[src/rtl/mult_pkg.sv]
// Shared definitions for the shift-add multiplier scheduler: state encoding and
// the default operand width.
package mult_pkg;
   localparam int WIDTH_DEF = 4;

   typedef enum logic [1:0] {
      S_IDLE  = 2'd0,
      S_CHECK = 2'd1,
      S_SHIFT = 2'd2,
      S_DONE  = 2'd3
   } state_t;
endpackage

[src/rtl/rr_arb2.sv]
// Two-way round-robin arbiter: a lone request wins outright; on contention the
// requester that was not served last wins.
module rr_arb2 (
   input  logic [1:0] req,
   input  logic       last_served,
   output logic       winner
);
   always_comb begin
      case (req)
         2'b10:   winner = 1'b1;
         2'b11:   winner = ~last_served;
         default: winner = 1'b0;
      endcase
   end
endmodule

[src/rtl/mult_sched.sv]
// Control sequencer for a shared shift-add multiplier serving two requesters:
// arbitrates, issues load/add/shift strobes per multiplier bit, then pulses done.
module mult_sched
   import mult_pkg::*;
#(
   parameter int WIDTH = WIDTH_DEF
) (
   input  logic       clk,
   input  logic       rst_n,
   input  logic [1:0] req,
   input  logic       m,
   output logic       sel,
   output logic       load,
   output logic       ad,
   output logic       sh,
   output logic       idle,
   output logic [1:0] done
);
   localparam int CW = (WIDTH > 1) ? $clog2(WIDTH) : 1;
   localparam logic [CW-1:0] C_LAST = CW'(WIDTH - 1);

   state_t          r_state;
   logic [CW-1:0]   r_cnt;
   logic            r_owner;
   logic            r_last_served;
   logic            w_winner;
   logic            w_last_bit;
   logic            w_in_idle;

   rr_arb2 u_arb (
      .req         (req),
      .last_served (r_last_served),
      .winner      (w_winner)
   );

   assign w_last_bit = (r_cnt == C_LAST);
   assign w_in_idle  = (r_state == S_IDLE);

   always_ff @(posedge clk or negedge rst_n) begin
      if (!rst_n) begin
         r_state       <= S_IDLE;
         r_cnt         <= '0;
         r_owner       <= 1'b0;
         r_last_served <= 1'b1;
      end else begin
         case (r_state)
            S_IDLE: begin
               if (req != 2'b00) begin
                  r_owner <= w_winner;
                  r_cnt   <= '0;
                  r_state <= S_CHECK;
               end
            end
            S_CHECK: begin
               if (m) begin
                  r_state <= S_SHIFT;
               end else begin
                  r_cnt   <= r_cnt + CW'(1);
                  r_state <= w_last_bit ? S_DONE : S_CHECK;
               end
            end
            S_SHIFT: begin
               r_cnt   <= r_cnt + CW'(1);
               r_state <= w_last_bit ? S_DONE : S_CHECK;
            end
            default: begin
               r_last_served <= r_owner;
               r_state       <= S_IDLE;
            end
         endcase
      end
   end

   // Grant is visible in the load cycle itself, so IDLE outputs follow the arbiter.
   assign idle = w_in_idle;
   assign load = w_in_idle & (req != 2'b00) & rst_n;
   assign sel  = w_in_idle ? w_winner : r_owner;
   assign ad   = (r_state == S_CHECK) & m;
   assign sh   = ((r_state == S_CHECK) & ~m) | (r_state == S_SHIFT);
   assign done = (r_state == S_DONE) ? (r_owner ? 2'b10 : 2'b01) : 2'b00;
endmodule

[config.mk]
export PLATFORM = sky130hd
export DESIGN_NAME = mult_sched
export DESIGN_NICKNAME = d
export VERILOG_FILES = /design/src/rtl/mult_pkg.sv /design/src/rtl/rr_arb2.sv /design/src/rtl/mult_sched.sv
export SDC_FILE = /design/constraint.sdc
export NUM_CORES = 1
export LEC_CHECK = 0
export ABC_AREA = 1
export CORE_AREA = 2 2 39 41
export DETAILED_ROUTE_END_ITERATION = 8
export DIE_AREA = 0 0 41 43
export PLACE_DENSITY = 0.6
export RECOVER_POWER = 100
export SYNTH_ARGS = -nofsm -noshare
export SYNTH_HDL_FRONTEND = slang
export SYNTH_HIERARCHICAL = 1
export SYNTH_SLANG_ARGS = --single-unit
[constraint.sdc]
create_clock -name clk -period 1.49 [get_ports clk]
set_clock_uncertainty 0.05 [all_clocks]
set_input_delay 0.298 -clock clk [delete_from_list [all_inputs] [get_ports clk]]
set_output_delay 0.298 -clock clk [all_outputs]
set_load 0.05 [all_outputs]
After elaboration in Yosys (flattened, before gate mapping)
Cells that the tools add are included.
{"block": "totals", "regBits": 6, "in_bits": 5, "out_inout_bits": 7, "elab_cells": 37}
{"block": "op_classes", "add_sub_neg": 1, "eq_ne": 8, "mux": 11, "n_bitwise": 7, "n_reduce_logical": 6}
{"cell": "$mux 2", "count": 7}
{"cell": "$pmux 2 s3", "count": 2}
{"cell": "$eq 2x2->1 const B", "count": 5}
{"cell": "$and 1x1->1", "count": 4}
{"cell": "$reduce_and 3->1", "count": 1}
{"cell": "$reduce_bool 3->1", "count": 1}
{"cell": "$reduce_or 3->1", "count": 1}
{"cell": "$add 2x1->2 const B", "count": 1}
{"cell": "$eq 2x1->1 const B", "count": 1}
{"cell": "$logic_not 2->1", "count": 1}
{"cell": "$ne 2x1->1 const B", "count": 1}
{"cell": "$ne 2x2->1 const B", "count": 1}
{"cell": "$not 1->1", "count": 2}
{"cell": "$pmux 1 s2", "count": 1}
{"cell": "$reduce_and 2->1", "count": 1}
{"cell": "$reduce_bool 2->1", "count": 1}
{"cell": "$mux 1", "count": 1}
{"cell": "$or 1x1->1", "count": 1}

Logic depth before layout (Yosys ltp)
Gate-level depths: netlist of the first run.
{"block": "depth", "word_depth": 4, "depth_mapped": 6, "depth_no_buf": 6}

Hierarchy
Netlist of the first run, hierarchy kept.
{"mod": "mult_sched", "n_inst": 1, "cells_each": 61, "area_per_inst_um2": 436.7, "seq_area_each_um2": 151.4}
{"mod": "rr_arb2", "n_inst": 1, "cells_each": 2, "area_per_inst_um2": 12.5, "seq_area_each_um2": 0.0}

Worst setup path after synthesis of the first run
Ideal clock, no wire load.
{"block": "synth_timing", "kind": "register to output", "startpoint": "reg r_state[0]", "endpoint": "out sel", "arrival_time_ns": 1.928, "required_time_ns": 1.142, "setup_slack_ns": -0.786, "stages_incl_launch_ff": 5, "n_path_buf": 0, "path_cell_list": "dfrtp_1 inv_1 ha_1 inv_1 o21ai_1"}
{"block": "synth_via", "elab_chain_cells": 2}
{"item": "start: declaration", "line_no": "mult_sched.sv:22", "text": "state_t r_state;"}
{"item": "start signal: assignment", "line_no": "mult_sched.sv:59", "text": "r_state <= w_last_bit ? S_DONE : S_CHECK;"}
{"item": "start signal: assignment", "line_no": "mult_sched.sv:64", "text": "r_state <= w_last_bit ? S_DONE : S_CHECK;"}
{"item": "$logic_not 2->1", "line_no": "mult_sched.sv:37", "text": "assign w_in_idle = (r_state == S_IDLE);"}
{"item": "net idle", "line_no": "mult_sched.sv:16", "text": "output logic idle,"}
{"item": "$mux 1", "line_no": "mult_sched.sv:77", "text": "assign sel = w_in_idle ? w_winner : r_owner;"}
{"item": "end: declaration", "line_no": "mult_sched.sv:12", "text": "output logic sel,"}
The timed path passes the listed nets, and every way through them passes these cells.

Worst setup path after layout of the first run
{"block": "layout_timing", "startpoint": "reg r_state[0]", "endpoint": "out sel"}
{"block": "layout_via", "elab_chain_cells": 2}
{"item": "$logic_not 2->1", "line_no": "mult_sched.sv:37"}
{"item": "$mux 1", "line_no": "mult_sched.sv:77"}
No other way between the ends.

==> flow_summary.toml, run 1 <==
[timing]
hold_viol_final = 0
fin_ws_ns = -0.169
fmax_ghz = 0.603
rsz0062_at_grt = "yes"
min_period_over_period_pct = 111
slew_headroom_pct = 77.5
worst_slew_pin_slew_ns = 0.337
setup_viol = 6
drv_slew = 0
period_needed_ns = 1.66

[die]
ios = 12
coreArea_mm2 = 0.00138
dieWidth_um = 41
fp-row-count = 14
dieHeight_um = 43
initial_core_util_pct = 32.5
die_area_mm2 = 0.00176

[synthesis]
ys_top_cells_by_area = "dfrtp_1, nand2_1, ha_1"
synthCells = 63
postSynthAreaPerCell_um2 = 7.13
syn-num-nets = 73
yosys_warnings = 6
ys_types = 15
seq_area_frac_synth_pct = 33.7
synth-seq-cells = 6
yosys.area.top_type = "dfrtp_1"
yosysTopAreaCellShare_pct = 27.9
synth_area_um2 = 449

[clock_tree]
ctsRootBufferMaster = "clkbuf_4"
clk_path_buf_depth = 2
cts.sinks = 6
insertion_delay_ns = 0.24
cts_tree = "yes"
path_clk_slew_ns = 0.04
cts_made_buffers = 3
h-tree-depth = 1

[cells_and_area]
final_common_cell = "nand2_1"
final_cell_area_um2 = 833
drive_gt1_share_pct = 51.7
num_antenna_cells = 0
fin_nets = 100
layout_common_cells = "nand2_1, buf_4, inv_1"
synthToLayoutAreaGrowth_pct = 85.5

[grt]
grt_max_degree = 7
grt_pass1_vias = 425
grt_usage_pct = 13.5
grt_antenna_before_repair = 0
grt_pass1_wl_mm = 1.61
grt-ovfl-total = 0

[placement]
place_area_um2 = 747
port_buffers = 11
place.gp.congestion = 0.717
hpwl_um = 781
pre_cts_slack_ns = -0.222

[routing]
ant_nets = 0
drt-initial-drc-count = 6
avgRoutedWirePerCell_um = 9.78
vias = 469
drt-vias-per-instance = 4.47
routed_wl_mm = 1.03
firstDrtPassIters = 4
drcViolationCount = 0

[power_and_ir_drop]
power_density_mw_per_mm2 = 2080
irDropWorstVdd_uv = 847
p_leak_nw = 0.430

[run_status]
status = "complete, but fails checks"
violations = "setup timing"

[worst_setup_path]
critPathKind = "reg -> out"
slowest_stage = "dfrtp_2"
worstPathArrival_ns = 1.31
cp-end-kind = "output port"
max_stage_delay_ns = 0.44
path_delay_family = "flip-flops"
start_kind = "register"
crit_buf_inv = 3
path_max_fanout = 4
required_ns = 1.14
reg2reg_slack_ns = 0.19
worstPathCellList = "inv_2, ha_4, inv_4, o21ai_4, buf_12"

[run]
cap_violations = 0

[min_path]
hold_class = "reg -> reg"
## final timing paths
check / from / to / depth (start not counted)
max: r_state[0] / sel / 5
min: r_last_served / r_last_served / 2
max reg2reg: r_state[1] / r_cnt[1] / 7
min reg2reg: r_last_served / r_last_served / 2
max in group asynchronous: rst_n / r_last_served / 2
min in group asynchronous: rst_n / r_cnt[1] / 2
## cell type report
class / instances / area [µm²]
fill: 136 / 551
multi-input combinational: 42 / 312
tap: 16 / 20.0
clock buffer: 4 / 26.3
timing repair buffer: 22 / 260
inverter: 15 / 61.3
sequential: 6 / 154
## worst register-to-register path, cell delays in order, from the launching register on
cell and delay (ns):
dfrtp_2 0.41, inv_4 0.06, ha_4 0.17, buf_4 0.13, a21oi_2 0.20, nand2_2 0.07, nand2_1 0.06, nand2_1 0.05
## registers in the layout (all words and copies together) (netlist names)
signal         flops
r_cnt              2
r_owner            1
r_state            2
r_last_served      1
## cells by family after synthesis
| kind of cell | share of synthesized area (%) |
|---|---|
| AOI/OAI and AO/OA | 9.47 |
| and+or+nand+nor | 30.4 |
| buffers and inverters | 12.5 |
| adders and majority gates | 13.9 |
| DFF | 33.7 |
## metal layers
layer / GRT usage (%) / vias up / share of wire, %
met1: 16.3 / 215 / 42
met4: 2.00 / 0 / 0
met5: 0 / - / 0
met2: 21.6 / 11 / 54
li1: - / 243 / -
met3: 6.28 / 0 / 4.1
## stage by stage
step / utilization, % / cells / hold slack (ns) / total power, W / TNS [ns]
6_report: 60.2 / 105 / 0.430 / 0.00174 / -0.652
5_1_grt: 60.2 / 105 / 0.441 / 0.00187 / -1.04
4_1_cts: 57.7 / 103 / 0.326 / 0.00168 / -0.831
3_5_place_dp: 54.0 / 97 / 0.423 / 0.00145 / -0.373
3_3_place_gp: 54.0 / 97 / 0.420 / 0.00143 / -0.327
2_1_floorplan: - / 63 / -0.0476 / 0.000989 / -0.0972
## synth_stat cells
master and instances:
nand2_1 21, inv_1 14, dfrtp_1 5, ha_1 5, o21ai_1 4, nor2_1 3, a21oi_2 2, nand3_1 2
a21oi_1 1, dfstp_2 1, inv_2 1, nand2_2 1, nand2_4 1, nand3b_1 1, nor2_4 1
## power breakdown
group	switching, W	internal [W]
Combinational	0.000644	0.000605
Sequential	0.0000830	0.000244
Clock	0.0000598	0.000101
Total	0.000787	0.000950
## repair_timing
action | in CTS | in global routing
endpoints found under the setup margin | 6 | 7
resized for setup | 10 | 8
setup buffers | 2 | 2
hold buffers | 0 | 0
pin swaps | 4 | 1
No activity file was read; power rests on OpenSTA's default activity.
==> run 2: changes to the inputs <==
- CORE_AREA: 2 2 39 41 -> 5 5 42 44
- DIE_AREA: 0 0 41 43 -> 0 0 47 49
- SYNTH_HIERARCHICAL: 1 -> not set
==> run 2 against run 1 <==
Against the previous run:
- the run still ends with setup timing left
- clock-buffer cell count stayed put
- sequential power is 3% higher
- critical path depth stayed put
- total power is 31% higher
- global-route usage is 2.6 points lower
- final cell count is 1.9% higher
- synthesized cell count is 1.6% lower
- maximum frequency is 4.1% lower
- hold slack worse by 0.013 ns
- register-to-register slack worse by 0.17 ns
- sequential share of layout area is 1.2 points lower
- routed wire length is 20% higher
- critical endpoint is now load
- largest cell class unchanged
==> flow_summary.toml, run 2 <==
[run_status]
status = "complete, but fails checks"
violations = "setup timing"

[synthesis]
yosysTopAreaCellShare_pct = 28.3
synth_most_common_cell = "nand2_1"
synth_edf_count = 0
seq_area_frac_synth_pct = 34.3
ys_types = 15
yosys_warnings = 0
ys_top_cells_by_count = "nand2_1, inv_1, ha_1"
synth_flop_cell = "dfrtp_1"
synth-async-reset-ratio_pct = 100
postSynthAreaPerCell_um2 = 7.12
synth_area_um2 = 442
yosys.area.top_type = "dfrtp_1"
ys_top_cells_by_area = "dfrtp_1, nand2_1, ha_1"
syn-num-nets = 73
synthCells = 62
synth-seq-cells = 6

[grt]
grt_pass1_vias = 429
grt_usage_pct = 10.9
grt_pass1_wl_mm = 1.83
grt_antenna_before_repair = 0
grt-ovfl-total = 0
grt_max_degree = 7

[clock_tree]
ctsRootBufferMaster = "clkbuf_4"
h-tree-depth = 1
insertion_delay_ns = 0.25
cts.sinks = 6
cts_tree = "yes"
clk_path_buf_depth = 2
holdBufCountCts = 0
path_clk_slew_ns = 0.05
cts_made_buffers = 3

[worst_setup_path]
crit_buf_inv = 3
path_max_fanout = 4
max_stage_delay_ns = 0.42
worstPathArrival_ns = 1.38
path_delay_family = "flip-flops"
required_ns = 1.14
cp-end-kind = "output port"
critPathKind = "reg -> out"
worstPathCellList = "inv_2, ha_4, inv_4, nor3b_4, buf_12"
slowest_stage = "dfrtp_1"
start_kind = "register"

[routing]
ant_nets = 0
drt-initial-drc-count = 3
vias = 477
firstDrtPassIters = 2
drt-vias-per-instance = 4.46
routed_wl_mm = 1.24
drcViolationCount = 0
avgRoutedWirePerCell_um = 11.6

[die]
ios = 12
dieHeight_um = 49
die_area_mm2 = 0.00230
initial_core_util_pct = 31.5
dieWidth_um = 47
coreArea_mm2 = 0.00140
fp-row-count = 14

[run]
cap_violations = 0

[power_and_ir_drop]
irDropWorstVdd_uv = 1100
power_density_mw_per_mm2 = 2580
p_sw_w = 0.00106
power_w = 0.00228
combPwrFrac_pct = 77.9
internal_power_w = 0.00122
p_seq_share_pct = 14.7
p_leak_nw = 0.444
power.share.clock_pct = 7.4
switching_share_pct = 46.5

[timing]
hold_viol_final = 0
fin_ws_ns = -0.240
worst_slew_pin_slew_ns = 0.317
rsz0062_at_grt = "yes"
setup_viol = 7
slew_headroom_pct = 78.9
period_needed_ns = 1.73
drv_slew = 0
min_period_over_period_pct = 116
fmax_ghz = 0.578

[min_path]
hold_class = "reg -> reg"

[cells_and_area]
layout_common_cells = "nand2_1, buf_4, inv_1"
reg_top3 = "r_cnt x2, r_state x2"
num_antenna_cells = 0
synthToLayoutAreaGrowth_pct = 101
final_common_cell = "nand2_1"
drive_gt1_share_pct = 50.5
fin_nets = 103
instances_no_fill = 107

[placement]
hpwl_um = 864
port_buffers = 11
dp_cells = 96
place.gp.congestion = 0.689
run 2: power groups by stage:
stage | registers (W) | logic [W] | clock network [W]
4_1_cts | 0.000335 | 0.00150 | 0.000174
3_5_place_dp | 0.000334 | 0.00139 | 0
2_1_floorplan | 0.000311 | 0.000816 | 0
6_report | 0.000336 | 0.00178 | 0.000169
5_1_grt | 0.000351 | 0.00192 | 0.000180
3_3_place_gp | 0.000329 | 0.00137 | 0
run 2: logic make-up after synthesis:
group,after synthesis,share of synthesized area (%)
compound gates,5,5.66
fa+ha+maj,6,17.0
buf+inv,13,11.0
flops,6,34.3
simple gates,32,32.0
run 2: tightest hold or removal path, delay by kind of cell, from the launching register on:
kind | cells | cell delay (ns)
simple gates | 2 | 0.10
flops | 1 | 0.36
run 2: area by class of cell:
class | count | area (µm²)
multi-input cells | 43 | 347
well taps | 16 | 20.0
repair buffers | 25 | 289
clock buffers | 4 | 26.3
fillers | 123 | 515
flip-flops and latches | 6 | 153
inverters | 13 | 51.3
run 2: worst paths after layout:
kind | startpoint | to | slack (ns) | depth (start not counted)
max | r_state[1] | load | -0.24 | 5
min in group asynchronous | rst_n | r_cnt[1] | 0.43 | 2
max in group asynchronous | rst_n | r_last_served | 0.67 | 2
min | r_last_served | r_last_served | 0.42 | 2
max reg2reg | r_state[1] | r_cnt[0] | 0.02 | 9
min reg2reg | r_last_served | r_last_served | 0.42 | 2
run 2: stage by stage:
stage | area (µm²) | TNS (ns) | utilization, % | hold WS, ns | setup WS, ns
floorplan | 472 | -0.220 | - | -0.0476 | -0.181
global placement | 724 | -0.225 | 51.7 | 0.412 | -0.118
detailed placement | 724 | -0.287 | 51.7 | 0.420 | -0.127
CTS | 786 | -1.11 | 56.1 | 0.300 | -0.230
global route | 886 | -1.76 | 63.2 | 0.457 | -0.309
finish | 886 | -1.28 | 63.2 | 0.417 | -0.240
run 2: timing repair:
action | CTS | global route
pin swaps | 0 | 6
resized for setup | 4 | 18
buffers inserted | 3 | 5
endpoints found under the setup margin | 7 | 11
run 2: layer usage:
layer / global-route usage, % / up-vias / routed length [µm]
li1: - / 244 / -
met1: 14.4 / 222 / 494
met2: 16.3 / 7 / 671
met3: 1.11 / 4 / 41
met4: 6.91 / 0 / 27
met5: 0 / - / 0
==> run 3: changes to the inputs <==
- CAP_MARGIN: not set -> 20
- CELL_PAD_IN_SITES_DETAIL_PLACEMENT: not set -> 1
- CELL_PAD_IN_SITES_GLOBAL_PLACEMENT: not set -> 1
- CORE_AREA: 5 5 42 44 -> not set
- CORE_MARGIN: not set -> 5
- CORE_UTILIZATION: not set -> 31
- DIE_AREA: 0 0 47 49 -> not set
- PLACE_DENSITY: 0.6 -> 0.75
==> run 3 against run 2 <==
Against the previous run:
- the flow still finishes with violations (setup timing)
- final cell count rose by 1.9%
- sequential cell count unchanged
- non-clock buffer count rose by 3
- first-iteration DRC count down 100%
- total power grew 1.1%
- setup slack improved by 0.025 ns
- routed wire length grew 39%
- largest cell class unchanged
==> flow_summary.toml, run 3 (synthesized netlist as in run 2, its figures left out) <==
[run_status]
status = "complete, but fails checks"
violations = "setup timing"

[timing]
period_needed_ns = 1.70
setup_viol = 9
fmax_ghz = 0.587
rsz0062_at_grt = "yes"
slew_headroom_pct = 78.9
min_period_over_period_pct = 114
worst_slew_pin_slew_ns = 0.316
hold_viol_final = 0
fin_ws_ns = -0.214
drv_slew = 0
holdWs_ns = 0.444

[routing]
drt-vias-per-instance = 4.63
firstDrtPassIters = 1
routed_wl_mm = 1.72
drcViolationCount = 0
drt-initial-drc-count = 0
vias = 505
avgRoutedWirePerCell_um = 15.8
ant_nets = 0

[min_path]
hold_class = "in -> async"

[power_and_ir_drop]
power_w = 0.00231
irDropWorstVdd_uv = 1200
p_leak_nw = 0.458
power_density_mw_per_mm2 = 2600

[cells_and_area]
drive_gt1_share_pct = 51.1
postLayoutCoreUtil_pct = 67.4
fin_nets = 106
reg_top3 = "r_cnt x2, r_state x2"
layout_common_cells = "nand2_1, buf_4, buf_12"
final_common_cell = "nand2_1"
num_antenna_cells = 0
final_cell_area_um2 = 888
synthToLayoutAreaGrowth_pct = 101

[placement]
place.gp.congestion = 0.735
pre_cts_slack_ns = -0.145
hpwl_mm = 1.22
port_buffers = 11
place_area_um2 = 731

[grt]
grt-ovfl-total = 0
grt_max_degree = 7
grt_pass1_wl_mm = 2.77
grt_antenna_before_repair = 0
grt_pass1_vias = 604
grt_usage_pct = 18.4

[die]
ios = 12
die_area_mm2 = 0.00228
fp-row-count = 13
dieWidth_um = 47.7
coreArea_mm2 = 0.00132
initial_core_util_pct = 33.5
dieHeight_um = 47.7

[clock_tree]
path_clk_slew_ns = 0.05
ctsRootBufferMaster = "clkbuf_4"
cts_made_buffers = 3
clk_path_buf_depth = 2
cts_tree = "yes"
h-tree-depth = 1
insertion_delay_ns = 0.25
holdBufCountCts = 0
cts.sinks = 6

[worst_setup_path]
path_max_fanout = 4
required_ns = 1.14
critPathKind = "reg -> out"
start_kind = "register"
cp-end-kind = "output port"
worstPathArrival_ns = 1.36

[run]
cap_violations = 0
-- run 3: changes by cell type in the layout (fill, tap and decap cells not counted), moves of 2 or more --
cell     delta
nand2_1     +3
buf_4       +2
inv_1       -2
inv_4       +2
nand2_2     -2
-- run 3: repair_timing --
item,CTS,global route
endpoints found under the setup margin,7,9
hold endpoints to repair,0,0
gates resized for setup,21,2
buffers inserted,8,2
pin swaps,3,2
-- run 3: path summary, 6_finish.rpt --
kind / start / to / slack [ns] / depth (start not counted)
worst min-delay path: rst_n / r_owner / 0.44 / 2
worst max register to register: r_state[0] / r_cnt[1] / -0.01 / 7
worst min register to register: r_last_served / r_last_served / 0.46 / 2
worst max-delay path: r_state[0] / load / -0.21 / 5
min in group clk: r_last_served / r_last_served / 0.46 / 2
max in group asynchronous: rst_n / r_last_served / 0.64 / 2
-- run 3: layout make-up --
class	instances	area, µm²
inverter	13	56.3
multi-input combinational	43	318
tap	15	18.8
fill	156	429
timing repair buffer	28	315
clock buffer	4	26.3
sequential	6	154
-- run 3: stage by stage --
step	instances	TNS (ns)
after global routing	109	-1.88
after global placement	96	-0.227
after detailed placement	96	-0.468
after floorplan	62	-0.220
final	109	-1.20
after CTS	108	-1.03
-- run 3: worst max-delay path, cell delays in order (launching register included) --
cell and delay, ns:
dfrtp_2 0.43, inv_2 0.09, ha_4 0.16, inv_2 0.06, nor3b_4 0.20, buf_12 0.16
-- run 3: layer usage --
layer  vias up  track usage [%]  part of all wire, %
met5         -                0                    0
met4         0             6.45                 0.47
met3         2             4.51                  2.2
met2         7             34.8                   58
met1       246             19.3                   40
li1        250                -                    -
-- run 3: power breakdown --
part | switching, W | internal (W) | total (W)
clock network | 0.0000595 | 0.000101 | 0.000161
registers | 0.000100 | 0.000255 | 0.000356
logic | 0.000938 | 0.000854 | 0.00179
total | 0.00110 | 0.00121 | 0.00231
